$ cat src/rtl/mpc_pkg.sv
// Shared types and defaults for the MPC controller blocks (Q32.32 data path).
// Pure declarations; no latency, no flow control.
package mpc_pkg;

    localparam int DEF_DATA_W         = 64;
    localparam int FRAC_W             = 32;
    localparam int DEF_PERIOD_CYCLES  = 1000;
    localparam int DEF_TIMEOUT_CYCLES = 64;

    typedef enum logic [1:0] {
        IDLE = 2'd0,
        RUN  = 2'd1,
        DONE = 2'd2
    } state_t;

endpackage

$ cat src/rtl/mpc_period_tick.sv
// Control-period counter: counts enabled cycles 0..PERIOD_CYCLES-1 and flags the last one.
// tick is combinational in the final enabled cycle; no backpressure, counter free-runs.
module mpc_period_tick
    import mpc_pkg::*;
#(
    parameter int PERIOD_CYCLES = DEF_PERIOD_CYCLES
) (
    input  logic clk,
    input  logic rst_n,
    input  logic ce,
    output logic tick
);

    localparam int CW = (PERIOD_CYCLES > 1) ? $clog2(PERIOD_CYCLES) : 1;
    localparam logic [CW-1:0] LAST = CW'(PERIOD_CYCLES - 1);

    logic [CW-1:0] count;

    assign tick = ce && (count == LAST);

    always_ff @(posedge clk or negedge rst_n) begin
        if (!rst_n) begin
            count <= '0;
        end else if (ce) begin
            count <= tick ? '0 : count + CW'(1);
        end
    end

endmodule

$ cat src/rtl/predictor_sched.sv
// Runs one predictor (ap_ctrl_hs) transaction per control tick on a snapshot of xhat/uk.
// Start at tick+1, yhat_valid at done+1; ticks while busy are dropped and flagged as overrun.
module predictor_sched
    import mpc_pkg::*;
#(
    parameter int PERIOD_CYCLES  = DEF_PERIOD_CYCLES,
    parameter int TIMEOUT_CYCLES = DEF_TIMEOUT_CYCLES,
    parameter int DATA_W         = DEF_DATA_W
) (
    input  logic              clk_1,
    input  logic              ap_rst_n,
    input  logic              ce_1,
    input  logic              period_en,
    input  logic              err_clr,
    input  logic [DATA_W-1:0] xhat0_in,
    input  logic [DATA_W-1:0] xhat1_in,
    input  logic [DATA_W-1:0] uk_in,
    output logic              pred_ap_start,
    input  logic              pred_ap_done,
    input  logic              pred_ap_ready,
    input  logic              pred_ap_idle,
    input  logic              pred_xhat_address0,
    input  logic              pred_xhat_address1,
    input  logic              pred_xhat_ce0,
    input  logic              pred_xhat_ce1,
    output logic [DATA_W-1:0] pred_xhat_q0,
    output logic [DATA_W-1:0] pred_xhat_q1,
    output logic [DATA_W-1:0] pred_uk,
    input  logic [DATA_W-1:0] pred_yhat,
    input  logic              pred_yhat_ap_vld,
    output logic [DATA_W-1:0] yhat_out,
    output logic              yhat_valid,
    output logic              busy,
    output logic              overrun,
    output logic              timeout_err
);

    localparam int TW = $clog2(TIMEOUT_CYCLES + 1);
    localparam logic [TW-1:0] T_LAST = TW'(TIMEOUT_CYCLES - 1);

    state_t            state;
    state_t            state_nxt;
    logic              tick;
    logic              launch;
    logic              run_done;
    logic              run_tmo;
    logic [TW-1:0]     tcnt;
    logic [DATA_W-1:0] snap_x0;
    logic [DATA_W-1:0] snap_x1;
    logic [DATA_W-1:0] snap_uk;
    logic [DATA_W-1:0] yhat_hold;

    // ready coincides with done on this core and idle carries no extra information.
    logic unused_hs;
    assign unused_hs = pred_ap_ready ^ pred_ap_idle;

    mpc_period_tick #(
        .PERIOD_CYCLES(PERIOD_CYCLES)
    ) u_period_tick (
        .clk  (clk_1),
        .rst_n(ap_rst_n),
        .ce   (ce_1),
        .tick (tick)
    );

    always_comb begin
        state_nxt = state;
        launch    = 1'b0;
        run_done  = 1'b0;
        run_tmo   = 1'b0;
        case (state)
            IDLE: begin
                if (tick && period_en) begin
                    launch    = 1'b1;
                    state_nxt = RUN;
                end
            end
            RUN: begin
                if (pred_ap_done) begin
                    run_done  = 1'b1;
                    state_nxt = DONE;
                end else if (tcnt == T_LAST) begin
                    run_tmo   = 1'b1;
                    state_nxt = IDLE;
                end
            end
            DONE:    state_nxt = IDLE;
            default: state_nxt = IDLE;
        endcase
    end

    always_ff @(posedge clk_1 or negedge ap_rst_n) begin
        if (!ap_rst_n) begin
            state <= IDLE;
        end else begin
            state <= state_nxt;
        end
    end

    always_ff @(posedge clk_1 or negedge ap_rst_n) begin
        if (!ap_rst_n) begin
            snap_x0 <= '0;
            snap_x1 <= '0;
            snap_uk <= '0;
        end else if (launch) begin
            snap_x0 <= xhat0_in;
            snap_x1 <= xhat1_in;
            snap_uk <= uk_in;
        end
    end

    // Counts RUN cycles; any exit from RUN leaves it at zero for the next transaction.
    always_ff @(posedge clk_1 or negedge ap_rst_n) begin
        if (!ap_rst_n) begin
            tcnt <= '0;
        end else if ((state == RUN) && !run_done && !run_tmo) begin
            tcnt <= tcnt + TW'(1);
        end else begin
            tcnt <= '0;
        end
    end

    // yhat_vld may coincide with done, so bypass the holding register to meet done+1.
    always_ff @(posedge clk_1 or negedge ap_rst_n) begin
        if (!ap_rst_n) begin
            yhat_hold <= '0;
            yhat_out  <= '0;
        end else begin
            if ((state == RUN) && pred_yhat_ap_vld) begin
                yhat_hold <= pred_yhat;
            end
            if (run_done) begin
                yhat_out <= pred_yhat_ap_vld ? pred_yhat : yhat_hold;
            end
        end
    end

    always_ff @(posedge clk_1 or negedge ap_rst_n) begin
        if (!ap_rst_n) begin
            pred_xhat_q0 <= '0;
            pred_xhat_q1 <= '0;
        end else begin
            if (pred_xhat_ce0) begin
                pred_xhat_q0 <= pred_xhat_address0 ? snap_x1 : snap_x0;
            end
            if (pred_xhat_ce1) begin
                pred_xhat_q1 <= pred_xhat_address1 ? snap_x1 : snap_x0;
            end
        end
    end

    always_ff @(posedge clk_1 or negedge ap_rst_n) begin
        if (!ap_rst_n) begin
            overrun     <= 1'b0;
            timeout_err <= 1'b0;
        end else begin
            if (tick && (state != IDLE)) begin
                overrun <= 1'b1;
            end else if (err_clr) begin
                overrun <= 1'b0;
            end
            if (run_tmo) begin
                timeout_err <= 1'b1;
            end else if (err_clr) begin
                timeout_err <= 1'b0;
            end
        end
    end

    assign pred_ap_start = (state == RUN);
    assign busy          = (state != IDLE);
    assign yhat_valid    = (state == DONE);
    assign pred_uk       = snap_uk;

endmodule

$ cat config.mk
export PLATFORM = sky130hd
export DESIGN_NAME = predictor_sched
export DESIGN_NICKNAME = d
export VERILOG_FILES = /design/src/rtl/mpc_pkg.sv /design/src/rtl/mpc_period_tick.sv /design/src/rtl/predictor_sched.sv
export SDC_FILE = /design/constraint.sdc
export NUM_CORES = 1
export LEC_CHECK = 0
export CORE_AREA = 2 2 203 205
export CTS_CLUSTER_SIZE = 40
export DETAILED_ROUTE_END_ITERATION = 7
export DIE_AREA = 0 0 205 207
export MAX_ROUTING_LAYER = met4
export PLACE_DENSITY_LB_ADDON = 0.1
export SETUP_SLACK_MARGIN = 0.05
export SLEW_MARGIN = 20
export SYNTH_ARGS = -nofsm -noshare
export SYNTH_HDL_FRONTEND = slang
export SYNTH_HIERARCHICAL = 1
export SYNTH_SLANG_ARGS = --single-unit
$ cat constraint.sdc
create_clock -name clk_1 -period 5 [get_ports clk_1]
set_input_delay 0.75 -clock clk_1 [delete_from_list [all_inputs] [get_ports clk_1]]
set_output_delay 0.75 -clock clk_1 [all_outputs]
set_load 0.02 [all_outputs]
==> flow_summary.json <==
{
  "die_width_um": 205,
  "area.growth.synth_to_final_pct": 37.1,
  "post-synth-top-area-fraction": 0.588,
  "grt_pass1_vias": 14000,
  "tritoncts_clock_tree": "built",
  "timing.critical_path.required_ns": 5.47,
  "synth_compound_area_frac": 0.0545,
  "synth_enable_flop_cells": 0,
  "synth-adder-area-share": 0.00125,
  "number_of_gates_resized_after_cts": 0,
  "dpl.cell_count": 2461,
  "grt_pass1_wl_um": 81000,
  "final-hold-violation-count": 0,
  "synth.cell_area_um2": 20000,
  "crit_path_start_kind": "primary input",
  "setup-tns-final_ns": 0,
  "ctsHtreeMaxLevel": 2,
  "ctsRootBufferMaster": "clkbuf_16",
  "detailed_place.area_um2": 25600,
  "dpl_worst_slack_ns": 1.42,
  "worst-setup-path-type": "in -> reg",
  "clock-sinks": 469,
  "layoutNonFillerInstCount": 2565,
  "slew_headroom": 0.269,
  "ctsHoldBuffers": 0,
  "timing.final.max_slew_violations": 0,
  "finalClockSkew_ns": 0.0122,
  "initial_drc_count": 719,
  "core_area_um2": 40400,
  "timing.final.crit_period_ns": 2.98,
  "boundaryPins": 530,
  "postSynthNetCount": 1743,
  "worst-path-max-fanout": 31,
  "dpl.hpwl_um": 35000,
  "final_critical_path_setup_slack_ns": 2.02,
  "insertion_delay_ns": 0.58,
  "static-leakage-power_nw": 12.7,
  "detailedRoute.firstPassIterationCount": 5,
  "power.density_cell_area_nw_per_um2": 319,
  "synth_top_family_by_area": "multiplexers",
  "gr-usage-all-layers": 0.253,
  "global_route.overflow_total": 0,
  "postSynthRegisterBits": 469,
  "finalPower_mw": 8.73,
  "post_synth.cell_area_avg_um2": 13.6,
  "end_kind": "register",
  "finalNetCount": 2253,
  "run_status": "finished, final reports clean",
  "timing.max_cap.violations": 0,
  "post-synth-top-count-cell": "dfrtp_1",
  "path_clk_slew_ns": 0.06,
  "final-setup-viol-count": 0,
  "ys.warnings.count": 6,
  "netlist_instances": 1472,
  "vias": 13200,
  "io_buffers": 527,
  "detail_route.drc_violations": 0,
  "die_height_um": 207,
  "worst_ep_arrival_time_ns": 3.45,
  "synth_simple_gate_area_share": 0.0501,
  "post_cts_buffers": 0,
  "async_flop_share": 1.00,
  "rsz0062_at_grt": "no",
  "drive_gt1_frac": 0.183,
  "synth_common_cells": "dfrtp_1, mux2i_1, mux2_4, nor2_1, a21oi_1",
  "timing_worst_slew_pin_value_ns": 1.10,
  "finish.utilization": 0.678,
  "yosys-top-cells-area": "dfrtp_1, mux2_4, mux2i_1, mux2_2, a21oi_1",
  "grt_antenna_before_repair": 12,
  "floorplan.initialDensity": 0.495,
  "num_rows": 74,
  "vdd_ir_drop_max_uv": 416,
  "post_synthesis_cell_type_count": 43,
  "route.antenna.remaining_nets": 0,
  "fraction_of_the_yosys_area_taken_by_sequential_cells": 0.588,
  "period_share": 0.596,
  "grt_start_max_net_pins": 130,
  "die-area_um2": 42400,
  "netlist.top_cell.by_area": "dfrtp_1",
  "hold_slack_ns": 0.215,
  "post_synth_mux_area_share": 0.273,
  "cts_buffers": 51,
  "fmaxAchievable_mhz": 336,
  "post_drt_wl_per_cell_um": 20.3,
  "synth-xor-area-share": 0.00263,
  "maximum_clock_insertion_buffer_count": 3,
  "synth-main-ff-cell": "dfrtp_1",
  "route.detailed.vias_per_inst": 5.13,
  "gp_congestion": 0.825,
  "holdCritPathClass": "in -> async",
  "detail_route.wirelength_um": 52100,
  "post-route-cell-area_um2": 27400
}
-- routing by layer --
| layer | vias to the layer above | global-route usage | share of wire |
|---|---|---|---|
| li1 | 6190 | - | - |
| met1 | 6519 | 0.312 | 0.41 |
| met5 | - | - | 0 |
| met4 | 0 | 0.0737 | 0.022 |
| met3 | 71 | 0.0821 | 0.090 |
| met2 | 377 | 0.397 | 0.48 |
-- worst max-delay path, cell delays in order --
cell	delay (ns)
clkdlybuf4s50_1	0.68
nand4b_1	0.20
nor3_2	0.21
buf_4	0.18
and3_4	0.60
buf_4	0.43
mux2_4	0.34
-- sequential cells by signal, indices dropped and copies added (netlist names) --
name	cells
state	2
tcnt	7
snap_x1	64
overrun	1
u_period_tick/count	10
yhat_hold	64
snap_x0	64
pred_xhat_q1	64
pred_uk	64
timeout_err	1
yhat_out	64
pred_xhat_q0	64
-- cells by family after synthesis --
family / Yosys count
fa+ha+maj: 2
xor+xnor: 6
mux: 449
buf+inv: 98
simple gates: 238
compound gates: 210
flops: 469
-- path summary, 6_finish.rpt --
kind | from | to | slack [ns] | cells past startpoint
worst max-delay path | ce_1 | snap_x1[0]$_DFFE_PN0P_ | 2.02 | 7
worst min-delay path | ap_rst_n | yhat_out[53]$_DFFE_PN0P_ | 0.21 | 1
worst max register to register | u_period_tick/count[0]$_DFFE_PN0P_ | snap_x1[0]$_DFFE_PN0P_ | 2.24 | 7
worst min register to register | yhat_out[22]$_DFFE_PN0P_ | yhat_out[22]$_DFFE_PN0P_ | 0.48 | 2
max in group asynchronous | ap_rst_n | pred_xhat_q0[6]$_DFFE_PN0P_ | 3.60 | 2
min in group clk_1 | yhat_out[22]$_DFFE_PN0P_ | yhat_out[22]$_DFFE_PN0P_ | 0.48 | 2
-- cell usage in the layout, fill, tap and decap left out, types with 2 or more instances in the layout --
cell / instances
nand4_1: 2
o211ai_1: 3
nand2_1: 73
mux2_2: 87
ha_1: 2
or3_1: 2
clkbuf_1: 10
a22o_1: 2
mux2_4: 169
a21oi_1: 130
xor2_1: 3
bufinv_16: 6
nand2b_1: 4
o21ai_0: 68
nand3b_1: 2
clkbuf_8: 14
clkinv_2: 7
or4_1: 2
xnor2_1: 3
buf_12: 7
inv_1: 6
clkbuf_16: 53
dfrtp_1: 469
buf_4: 20
mux2i_1: 193
diode_2: 14
nand3_1: 7
clkdlybuf4s50_1: 521
nor2_1: 136
-- final cells by class --
cell class              instances  area, µm²
flip-flops and latches        469      11700
diodes                         14       35.0
clock buffers                  77       1560
well taps                     532        666
fillers                      3086      13000
repair buffers                549       5520
clock inverters                13        215
multi-input cells             905       7610
inverters                       6       22.5
-- power breakdown --
part	total [mW]	leakage (nW)	switching (mW)	internal (mW)
clock	3.94	0.878	1.50	2.44
combinational	0.823	5.48	0.412	0.411
sequential	3.96	6.35	0.0739	3.89
total	8.73	12.7	1.99	6.74
(Power assumes the default switching activity.)
